[config.mk]
export PLATFORM = sky130hd
export DESIGN_NAME = addsub_pipe
export DESIGN_NICKNAME = d
export VERILOG_FILES = /design/src/rtl/addsub_pipe.sv
export SDC_FILE = /design/constraint.sdc
export NUM_CORES = 1
export LEC_CHECK = 0
export CAP_MARGIN = 20
export CELL_PAD_IN_SITES_DETAIL_PLACEMENT = 0
export CELL_PAD_IN_SITES_GLOBAL_PLACEMENT = 1
export CORE_UTILIZATION = 25
export DETAILED_ROUTE_END_ITERATION = 12
export MAX_ROUTING_LAYER = met4
export PLACE_DENSITY = 0.61
export SLEW_MARGIN = 20
export SYNTH_ARGS = -nofsm -noshare
export SYNTH_HDL_FRONTEND = slang
export SYNTH_SLANG_ARGS = --single-unit
export TNS_END_PERCENT = 1
[constraint.sdc]
create_clock -name clk -period 4.6 [get_ports clk]
set_input_delay 0.46 -clock clk [delete_from_list [all_inputs] [get_ports clk]]
set_output_delay 0.46 -clock clk [all_outputs]
set_load 0.01 [all_outputs]
[src/rtl/addsub_pipe.sv]
`default_nettype none
// ============================================================================
//  Module      : addsub_pipe
//  Description : Pipelined two's-complement adder/subtractor. A WIDTH-bit
//                operation is split into STAGES ripple-carry chunks of
//                WIDTH/STAGES bits, one chunk per stage, with the carry
//                registered between stages. Valid/ready on both sides with a
//                single global advance, so the whole pipe stalls as a unit.
//                Flags: carry out, signed overflow, zero.
//                Optional macro ADDSUB_SATURATE_EN adds a 'sat' input that
//                clamps overflowed results to the signed max/min.
//  Revision    : 1.0 - initial release
// ============================================================================
module addsub_pipe #(
   parameter int WIDTH  = 16,   // must be a multiple of STAGES
   parameter int STAGES = 4     // 1..WIDTH
) (
   input  logic             clk,
   input  logic             rst_n,
   input  logic             in_valid,
   output logic             in_ready,
   input  logic [WIDTH-1:0] a,
   input  logic [WIDTH-1:0] b,
   input  logic             cin,
   input  logic             sub,
`ifdef ADDSUB_SATURATE_EN
   input  logic             sat,
`endif
   output logic             out_valid,
   input  logic             out_ready,
   output logic [WIDTH-1:0] sum,
   output logic             cout,
   output logic             ovf,
   output logic             zero
);

   localparam int               C_CW   = WIDTH / STAGES;
   localparam int               C_LAST = STAGES - 1;
   localparam logic [WIDTH-1:0] C_SMAX = {1'b0, {(WIDTH-1){1'b1}}};
   localparam logic [WIDTH-1:0] C_SMIN = {1'b1, {(WIDTH-1){1'b0}}};

   // Ripple chunk of full adders. Returns {carry into top bit, carry out, sum};
   // the carry into the top bit is what the overflow flag needs.
   function automatic logic [C_CW+1:0] f_ripple(input logic [C_CW-1:0] x,
                                                input logic [C_CW-1:0] y,
                                                input logic            ci);
      logic [C_CW-1:0] s;
      logic            c;
      logic            c_top;
      s     = '0;
      c     = ci;
      c_top = ci;
      for (int i = 0; i < C_CW; i++) begin
         c_top = c;
         s[i]  = x[i] ^ y[i] ^ c;
         c     = (x[i] & y[i]) | (c & (x[i] ^ y[i]));
      end
      return {c_top, c, s};
   endfunction

   // Stage registers. Element k holds what stage k produced; the last stage's
   // data lands in the dedicated output registers instead.
   logic             r_vld   [STAGES];
   logic [WIDTH-1:0] r_a     [STAGES];
   logic [WIDTH-1:0] r_b     [STAGES];
   logic [WIDTH-1:0] r_sum   [STAGES];
   logic             r_carry [STAGES];
   logic             r_sat   [STAGES];

   logic [WIDTH-1:0] r_out_sum;
   logic             r_cout;
   logic             r_ovf;
   logic             r_zero;

   // Per-stage inputs (from ports for stage 0, from the previous stage otherwise)
   logic             w_vld_src [STAGES];
   logic [WIDTH-1:0] w_a_src   [STAGES];
   logic [WIDTH-1:0] w_b_src   [STAGES];
   logic [WIDTH-1:0] w_sum_src [STAGES];
   logic             w_c_src   [STAGES];
   logic             w_sat_src [STAGES];

   // Per-stage chunk results
   logic [C_CW-1:0]  w_chunk   [STAGES];
   logic             w_co      [STAGES];
   logic             w_cm      [STAGES];
   logic [WIDTH-1:0] w_sum_nxt [STAGES];

   logic             w_adv;
   logic             w_raw_ovf;
   logic             w_clamp;
   logic [WIDTH-1:0] w_fin_sum;

   // Whole pipe moves when the output slot is empty or being drained
   assign w_adv    = !r_vld[C_LAST] || out_ready;
   assign in_ready = w_adv;

   genvar k;
   generate
      for (k = 0; k < STAGES; k++) begin : g_stage
         if (k == 0) begin : g_first
            // Subtraction is a + ~b + ~cin; the inversion is done once up front
            assign w_vld_src[k] = in_valid;
            assign w_a_src[k]   = a;
            assign w_b_src[k]   = sub ? ~b : b;
            assign w_c_src[k]   = sub ? ~cin : cin;
            assign w_sum_src[k] = '0;
`ifdef ADDSUB_SATURATE_EN
            assign w_sat_src[k] = sat;
`else
            assign w_sat_src[k] = 1'b0;
`endif
         end else begin : g_next
            assign w_vld_src[k] = r_vld[k-1];
            assign w_a_src[k]   = r_a[k-1];
            assign w_b_src[k]   = r_b[k-1];
            assign w_c_src[k]   = r_carry[k-1];
            assign w_sum_src[k] = r_sum[k-1];
            assign w_sat_src[k] = r_sat[k-1];
         end

         assign {w_cm[k], w_co[k], w_chunk[k]} =
            f_ripple(w_a_src[k][k*C_CW +: C_CW], w_b_src[k][k*C_CW +: C_CW], w_c_src[k]);

         // Lower completed chunks ride along; this chunk's bits are still zero
         // in the incoming partial sum, so OR-ing the new chunk in is enough.
         assign w_sum_nxt[k] = w_sum_src[k] | (WIDTH'(w_chunk[k]) << (k*C_CW));
      end
   endgenerate

   // Final-stage flags and optional clamp; overflow means the true sign is the
   // opposite of the wrapped MSB.
   assign w_raw_ovf = w_cm[C_LAST] ^ w_co[C_LAST];
   assign w_clamp   = w_sat_src[C_LAST] & w_raw_ovf;
   assign w_fin_sum = w_clamp ? (w_sum_nxt[C_LAST][WIDTH-1] ? C_SMAX : C_SMIN)
                              : w_sum_nxt[C_LAST];

   // Stage valid bits and intermediate data, all shifting on the global advance
   always_ff @(posedge clk or negedge rst_n) begin
      if (!rst_n) begin
         for (int i = 0; i < STAGES; i++) begin
            r_vld[i]   <= 1'b0;
            r_a[i]     <= '0;
            r_b[i]     <= '0;
            r_sum[i]   <= '0;
            r_carry[i] <= 1'b0;
            r_sat[i]   <= 1'b0;
         end
      end else if (w_adv) begin
         for (int i = 0; i < STAGES; i++) begin
            r_vld[i] <= w_vld_src[i];
         end
         for (int i = 0; i < C_LAST; i++) begin
            r_a[i]     <= w_a_src[i];
            r_b[i]     <= w_b_src[i];
            r_sum[i]   <= w_sum_nxt[i];
            r_carry[i] <= w_co[i];
            r_sat[i]   <= w_sat_src[i];
         end
      end
   end

   // Output bundle registers, held while the consumer stalls
   always_ff @(posedge clk or negedge rst_n) begin
      if (!rst_n) begin
         r_out_sum <= '0;
         r_cout    <= 1'b0;
         r_ovf     <= 1'b0;
         r_zero    <= 1'b0;
      end else if (w_adv) begin
         r_out_sum <= w_fin_sum;
         r_cout    <= w_co[C_LAST];
         r_ovf     <= w_raw_ovf;
         r_zero    <= (w_fin_sum == '0);
      end
   end

   assign out_valid = r_vld[C_LAST];
   assign sum       = r_out_sum;
   assign cout      = r_cout;
   assign ovf       = r_ovf;
   assign zero      = r_zero;

endmodule
`default_nettype wire

==> run summary <==
Crit-path max FO: 4
Flop pwr share: 41.6%
Worst-skew pair later-pin latency: 0.34 ns
RePlAce Congestion: 0.717
Syn. warnings: 0
Wire per inst: 12.1 um
Post-layout nets: 548
Final Slew Violations: 0
Min Tclk post-route: 2.79 ns
Syn Area/Cell: 9.54 sq um
Post-synth net total: 497
Root Buffer: clkbuf_16
Startpoint class of the critical path: input port
Flops & latches, synth: 98
First-pass GRT wire length: 14800 um
Cell Pwr Density: 660 nW/um^2
Endpoints failing setup: 0
Worst VDD drop: 217 uV
Post-synth EDFFs: 0
Hold_buf cts: 0
RSZ-0062 raised after global routing: no
Routed vias/inst: 3.96
Slew headroom: 45.3%
Clk buf depth: 2
Post-Route Skew: 0.00940 ns
Combinational Power Share: 34.8%
Final Cycle Share: 60.5%
Layout cell share with drive strength beyond 1: 4.81%
Ports: 59
Post-CTS Setup Inserts: 0
Synth Instances: 443
Tot Pwr: 3.52 mW
Clock Power Share: 23.6%
Final TNS setup: 0 ns
Reg2Reg Depth: 10
Switching power: 1.22 mW
Max Clock Freq: 359 MHz
Post-route ant nets: 0
CP Class: input port to flop
Die Footprint: 17400 sq um
Clk sinks: 98
Commonest non-fill, non-tap cell in the layout: nand2_1
Min Hold Slack: 0.205 ns
Count of cell types in the netlist: 19
Area grow syn2layout: 26.0%
FILL cells: 1713
DR pass1 iterations: 4
Grt ovf: 0
Status: complete, no violations
R2r setup slk: 2.04 ns
Initial Utilization: 25.6%
Slew @ Worst Pin: 0.821 ns
Clk slew on worst S/H paths: 0.07 ns
TritonCTS clock tree: yes
Post-synthesis sequential area ratio: 58.0%
Most used flip-flop cell after synthesis: dfrtp_1
Internal: 2.30 mW
Initial antenna violation count: 0
# diodes: 0
CTS HTree Levels: 3
Rows: 47
Detail Placement HPWL: 5890 um
Leakage: 2.55 nW
Post-CTS Resized: 0
Max_cap viols: 0
GRT Util Overall: 11.1%
Most frequent cells in the layout: 207 x nand2_1, 98 x dfrtp_1, 57 x clkdlybuf4s50_1
CP arrival: 3.02 ns
Die Span Y: 132 um
Die X: 132 um
CTS Buf Count: 9
Final hold violations: 0
Min-delay worst type: input port to async pin
# DRC: 0
Routed via count: 2850
Sw frac: 34.6%
Ys async rst share: 100%
Vias in the first global route: 2871
CP Capture Type: flop
Detailed Route Iter0 Violations: 142
Core Box Area: 16500 sq um
Data required time at the worst endpoint: 4.83 ns
Routed wire length: 8670 um
Largest net degree at the start of global routing: 113
Port-buffer cells: 58
Post-Syn Area: 4230 sq um
## metal layers
layer	vias up	global-route usage, %	part of all wire (%)	wire length [um]
li1	1443	-	-	-
met1	1349	14.6	48	4200
met2	50	16.7	47	4050
met3	8	3.04	3.7	323
met4	0	3.29	1.1	97
met5	-	-	0	0
## final timing paths
kind | start | endpoint
hold / removal | rst_n | sum[4]
hold reg to reg | r_b[45] | r_b[45]
min in group clk | r_b[45] | r_b[45]
setup reg to reg | r_a[28] | zero
max in group asynchronous | rst_n | r_a[42]
setup / recovery | sub | r_sum[51]
## synthesized netlist by cell type (all sizes together) (3+ instances only)
master,count,share of area [%]
xnor2,12,2.5
a21oi,12,1.4
clkbuf,3,0.27
inv,26,2.3
nor2,12,1.1
fa,16,7.6
nand2,207,18
xor2,6,1.2
buf,20,3.1
o21ai,24,2.8
dfrtp,98,58
## registers in the layout (all words and copies together), names as in the netlist
name,flops
r_sum,24
cout,1
r_vld,3
sum,16
r_b,24
out_valid,1
ovf,1
r_carry,3
r_a,24
zero,1
## kinds of logic after synthesis
group | synth area share, %
flops | 58.0
xor+xnor | 3.73
simple gates | 20.8
fa+ha+maj | 7.58
compound gates | 4.26
buf+inv | 5.65
## power by group through the flow
stage          clock [mW]  combinational [mW]  sequential (mW)
2_1_floorplan           0               0.743             1.47
3_3_place_gp            0                1.19             1.47
3_5_place_dp            0                1.23             1.49
4_1_cts             0.851                1.24             1.47
5_1_grt             0.891                1.41             1.52
6_report            0.830                1.22             1.46
## critical path: stages
cell             delay [ns]
clkdlybuf4s50_1        0.68
xor2_1                 0.23
fa_1                   0.20
inv_1                  0.08
fa_1                   0.40
fa_1                   0.37
inv_1                  0.07
fa_1                   0.40
nand2_1                0.07
nand2_1                0.05
## area by class of cell
type / count / area [sq um] / area share, %
timing repair buffer: 63 / 628 / 11.8
inverter: 26 / 97.6 / 1.83
sequential: 98 / 2450 / 46.0
tap: 220 / 275 / 5.17
clock inverter: 5 / 85.1 / 1.60
multi-input combinational: 296 / 1540 / 28.8
clock buffer: 11 / 253 / 4.74
## through the flow
stage               std cells  worst slack, ns  area, sq um  utilization [%]
floorplan                 443             2.00         4230                -
global placement          702             1.44         4970             30.1
detailed placement        702             1.41         4970             30.1
CTS                       718             1.77         5310             32.1
global route              719             1.72         5330             32.2
finish                    719             1.81         5330             32.2
Power figures use the tool's default switching activity.
==> RTL change 1, RTL diff (same settings) <==
`WIDTH`: 16 -> 32.
--- a/src/rtl/addsub_pipe.sv
+++ b/src/rtl/addsub_pipe.sv
@@ -12,7 +12,7 @@
 //  Revision    : 1.0 - initial release
 // ============================================================================
 module addsub_pipe #(
-   parameter int WIDTH  = 16,   // must be a multiple of STAGES
+   parameter int WIDTH  = 32,   // must be a multiple of STAGES
    parameter int STAGES = 4     // 1..WIDTH
 ) (
    input  logic             clk,
Ports: changed (resized a, b and sum); port bits go from 59 to 107. No check against the original RTL was run, so the function may have changed too.
==> RTL change 1 against the original RTL <==
Power up 90%; critical path type is now reg -> reg; setup slack worse by 1.3 ns; sequential cell count up 88; synthesized area up 94%; cell area up 90%; final cell count up 91%; clock power up 78%; sequential power up 95%; wire length up 110%.
==> RTL change 1: results (changes against the original RTL) <==
final setup skew: 0.01035 ns (+0.0009471 ns)
post-synthesis compound-gate area fraction: 3.879% (-0.38 points)
status: complete, no violations
Tightest Hold Check Type: in -> async
H-tree depth: 4 (+1)
slowest library cell on the worst path: fa_1
Leak: 4.766 nW (+87%)
# port buffers: 106 (+83%)
Worst-Margin Slew: 0.9506 ns (+0.1300 ns)
final wirelength: 17,870 µm (+110%)
HPWL after detailed placement: 11,840 µm (+100%)
DR iter-0 viols: 367 (+160%)
met3 wire len: 610 µm (+89%)
syn nets: 943 (+90%)
number of setup buffers added after CTS: 0 (unchanged)
DR WL met2: 7325 µm (+81%)
# fillers: 3,433 (+100%)
metal1 wirelength: 9714 µm (+130%)
Post-Synth XOR/XNOR Area: 3.635% (-0.094 points)
Arr. time, crit path: 4.37 ns (+1.35 ns)
Top Registers: r_a (48), r_b (48), r_sum (48)
GR Util All Layers: 11.66% (+0.55 points)
synth cell count leaders: 437 x nand2_1, 186 x dfrtp_1, 32 x fa_1, 29 x o21ai_0, 28 x xnor2_1
max incr delay on CP: 0.45 ns (-0.23 ns)
largest net degree at the start of global routing: 192 (+70%)
Skew-Pair Late Insertion Delay: 0.43 ns (+0.09 ns)
worst IR drop on VDD: 352.1 µV (+62%)
Cell variety after synth: 25 (+6)
Final GP Congestion: 0.7157 (-0.24%)
Inserted Clock Buffers: 17 (+8)
Area contributors post-synth: dfrtp_1 57%, nand2_1 20%, fa_1 7.8%, xnor2_1 3.0%, buf_6 1.8%
fraction of layout cells with a size suffix above 1: 7.471% (+2.7 points)
P_sw: 2.437 mW (+100%)
Via Count: 5,286 (+85%)
register area share after synthesis: 56.81% (-1.2 points)
Max FO, Critical Path: 2 (-2)
adder-cell share of the synthesized area: 7.819% (+0.24 points)
first-pass GRT wire length: 29,580 µm (+100%)
post-layout net count: 1,027 (+87%)
pre-CTS worst setup slack: 0.1223 ns (-1.286 ns)
RTL change 1: cell count changes in the layout (fill, tap and decap cells not counted), sizes merged, moves of 10 or more:
cell and delta:
xnor2 +16, fa +16, dfrtp +88, o21ai +10, clkdlybuf4s50 +47, nand2 +230
RTL change 1: per-stage QoR:
step	instance area, µm²	instances	hold WS (ns)
floorplan	8193	841	0.1644
global placement	9518	1341	0.4427
detailed placement	9518	1341	0.4524
CTS	10120	1372	0.1074
global route	10120	1372	0.1295
finish	10120	1372	0.06741
RTL change 1: final cells by class:
class | instances | area, µm² | share of cell area, %
repair buffers | 110 | 1127 | 11.14
clock inverters | 13 | 163.9 | 1.619
inverters | 28 | 110.1 | 1.088
multi-input cells | 582 | 3082 | 30.45
flip-flops and latches | 186 | 4654 | 45.99
well taps | 435 | 544.3 | 5.378
clock buffers | 18 | 439.2 | 4.339
RTL change 1: final timing paths:
path                                        from               endpoint  slack, ns  cells after the start
max                          r_a[56]$_DFFE_PN0P_       zero$_DFFE_PN0P_       0.50                     14
min                                        rst_n    r_b[58]$_DFFE_PN0P_       0.07                      1
max reg2reg                  r_a[56]$_DFFE_PN0P_       zero$_DFFE_PN0P_       0.50                     14
min reg2reg                r_sum[65]$_DFFE_PN0P_  r_sum[33]$_DFFE_PN0P_       0.46                      2
max in group asynchronous                  rst_n  r_sum[40]$_DFFE_PN0P_       3.53                      2
min in group clk           r_sum[65]$_DFFE_PN0P_  r_sum[33]$_DFFE_PN0P_       0.46                      2
RTL change 1: cell families after synthesis:
family          count (synthesis)
xor+xnor                       34
flops                         186
buf+inv                        73
compound gates                 51
simple gates                  465
fa+ha+maj                      32
RTL change 1: power groups by stage:
stage,Sequential (mW),Clock [mW],Combinational [mW]
4_1_cts,2.85,1.54,2.43
3_3_place_gp,2.86,0,2.40
2_1_floorplan,2.82,0,1.56
3_5_place_dp,2.88,0,2.42
5_1_grt,2.94,1.60,2.73
6_report,2.84,1.48,2.35
RTL change 1: metal layers:
layer | track usage (%) | vias up
li1 | - | 2738
met1 | 17.14 | 2456
met2 | 15.54 | 77
met3 | 2.681 | 15
met4 | 3.900 | 0
met5 | - | -
RTL change 1: worst register-to-register path, cell delays in order (launching register included):
cell,delay (ns)
dfrtp_1,0.41
fa_1,0.45
fa_1,0.39
fa_1,0.38
inv_1,0.08
fa_1,0.16
inv_1,0.05
fa_1,0.37
fa_1,0.40
fa_1,0.41
inv_1,0.09
fa_1,0.44
nor4b_1,0.16
nand4_1,0.09
o31ai_1,0.07
==> RTL change 2, RTL diff (same settings) <==
Without the edit above. Make the reset (`rst_n`) synchronous in 2 clocked blocks.
--- a/src/rtl/addsub_pipe.sv
+++ b/src/rtl/addsub_pipe.sv
@@ -136,7 +136,7 @@
                               : w_sum_nxt[C_LAST];
 
    // Stage valid bits and intermediate data, all shifting on the global advance
-   always_ff @(posedge clk or negedge rst_n) begin
+   always_ff @(posedge clk) begin
       if (!rst_n) begin
          for (int i = 0; i < STAGES; i++) begin
             r_vld[i]   <= 1'b0;
@@ -161,7 +161,7 @@
    end
 
    // Output bundle registers, held while the consumer stalls
-   always_ff @(posedge clk or negedge rst_n) begin
+   always_ff @(posedge clk) begin
       if (!rst_n) begin
          r_out_sum <= '0;
          r_cout    <= 1'b0;
Behaviour: differs if rst_n is asserted again (counterexample within 4 cycles, from zero or initial values and one cycle with rst_n low); with rst_n held inactive, the same outputs for 10 cycles.
==> RTL change 2 against the original RTL <==
Core utilization decreased by 0.66 points; critical endpoint is now r_sum[0][3]$_SDFFCE_PN0P_; largest cell class unchanged; synthesized area increased by 0.83%; cell area decreased by 1.3%; sequential cell count unchanged; first-iteration DRC count increased by 7.0%; count of clock-buffer cells in the layout increased by 1; critical path depth decreased by 1; worst hold slack improved by 0.24 ns; global-route usage decreased by 1.7 points; sequential share of layout area increased by 5.8 points; setup slack got worse by 0.17 ns; wire length decreased by 14%.
Power is not compared: it rests on default switching activity, and its combinational part moved more than twofold at a synthesized area within 25%.
==> RTL change 2: results (changes against the original RTL) <==
syn nets: 379 (-24%)
DR iter-0 viols: 152 (+7.0%)
Final Instance Area: 5256 µm² (-1.3%)
final wirelength: 7456 µm (-14%)
GR Util All Layers: 9.458% (-1.7 points)
met3 wire len: 321 µm (-0.62%)
final setup skew: 0.004832 ns (-0.004570 ns)
# fillers: 1,699 (-0.82%)
met2 Usage GRT: 13.77% (-3.0 points)
HPWL after detailed placement: 4905 µm (-17%)
register area share after synthesis: 63.87% (+5.9 points)
status: complete, no violations
Via Count: 2,347 (-18%)
Max-slew headroom: 34.43% (-11 points)
pre-CTS worst setup slack: 1.248 ns (-0.1605 ns)
placed insts: 583 (-17%)
Area contributors post-synth: edfxtp_1 54%, dfxtp_1 10%, and3_1 8.2%, fa_1 7.5%, nand2_1 3.6%
Post-synth EDFFs: 76 (+76)
largest net degree at the start of global routing: 83 (-27%)
post-synthesis compound-gate area fraction: 4.168% (-0.094 points)
adder-cell share of the synthesized area: 7.514% (-0.062 points)
Final GP Congestion: 0.6959 (-3.0%)
met3 usage: 2.567% (-0.47 points)
fin cells: 599 (-17%)
Post-Synth XOR/XNOR Area: 3.698% (-0.031 points)
ys async rst share: 0% (-100 points)
fraction of layout cells with a size suffix above 1: 5.805% (+1.0 points)
vias in the first global route: 2,446 (-15%)
max incr delay on CP: 0.74 ns (+0.06 ns)
==> RTL change 2: path summary, 6_finish.rpt <==
path	to	slack, ns	cells past startpoint	from
min	sum[4]$_SDFFE_PN0N_	0.45	2	sum[4]$_SDFFE_PN0N_
min reg2reg	sum[4]$_SDFFE_PN0N_	0.45	2	sum[4]$_SDFFE_PN0N_
max reg2reg	zero$_SDFFE_PN0N_	2.18	8	r_a[0][44]$_SDFFCE_PN0P_
max	r_sum[0][3]$_SDFFCE_PN0P_	1.64	9	sub
==> RTL change 2: area by class of cell <==
| type | count | area share, % |
|---|---|---|
| repair buffers | 60 | 11.24 |
| multi-input cells | 181 | 24.76 |
| flip-flops and latches | 98 | 51.80 |
| clock buffers | 12 | 4.689 |
| clock inverters | 4 | 0.4761 |
| well taps | 220 | 5.237 |
| inverters | 24 | 1.809 |
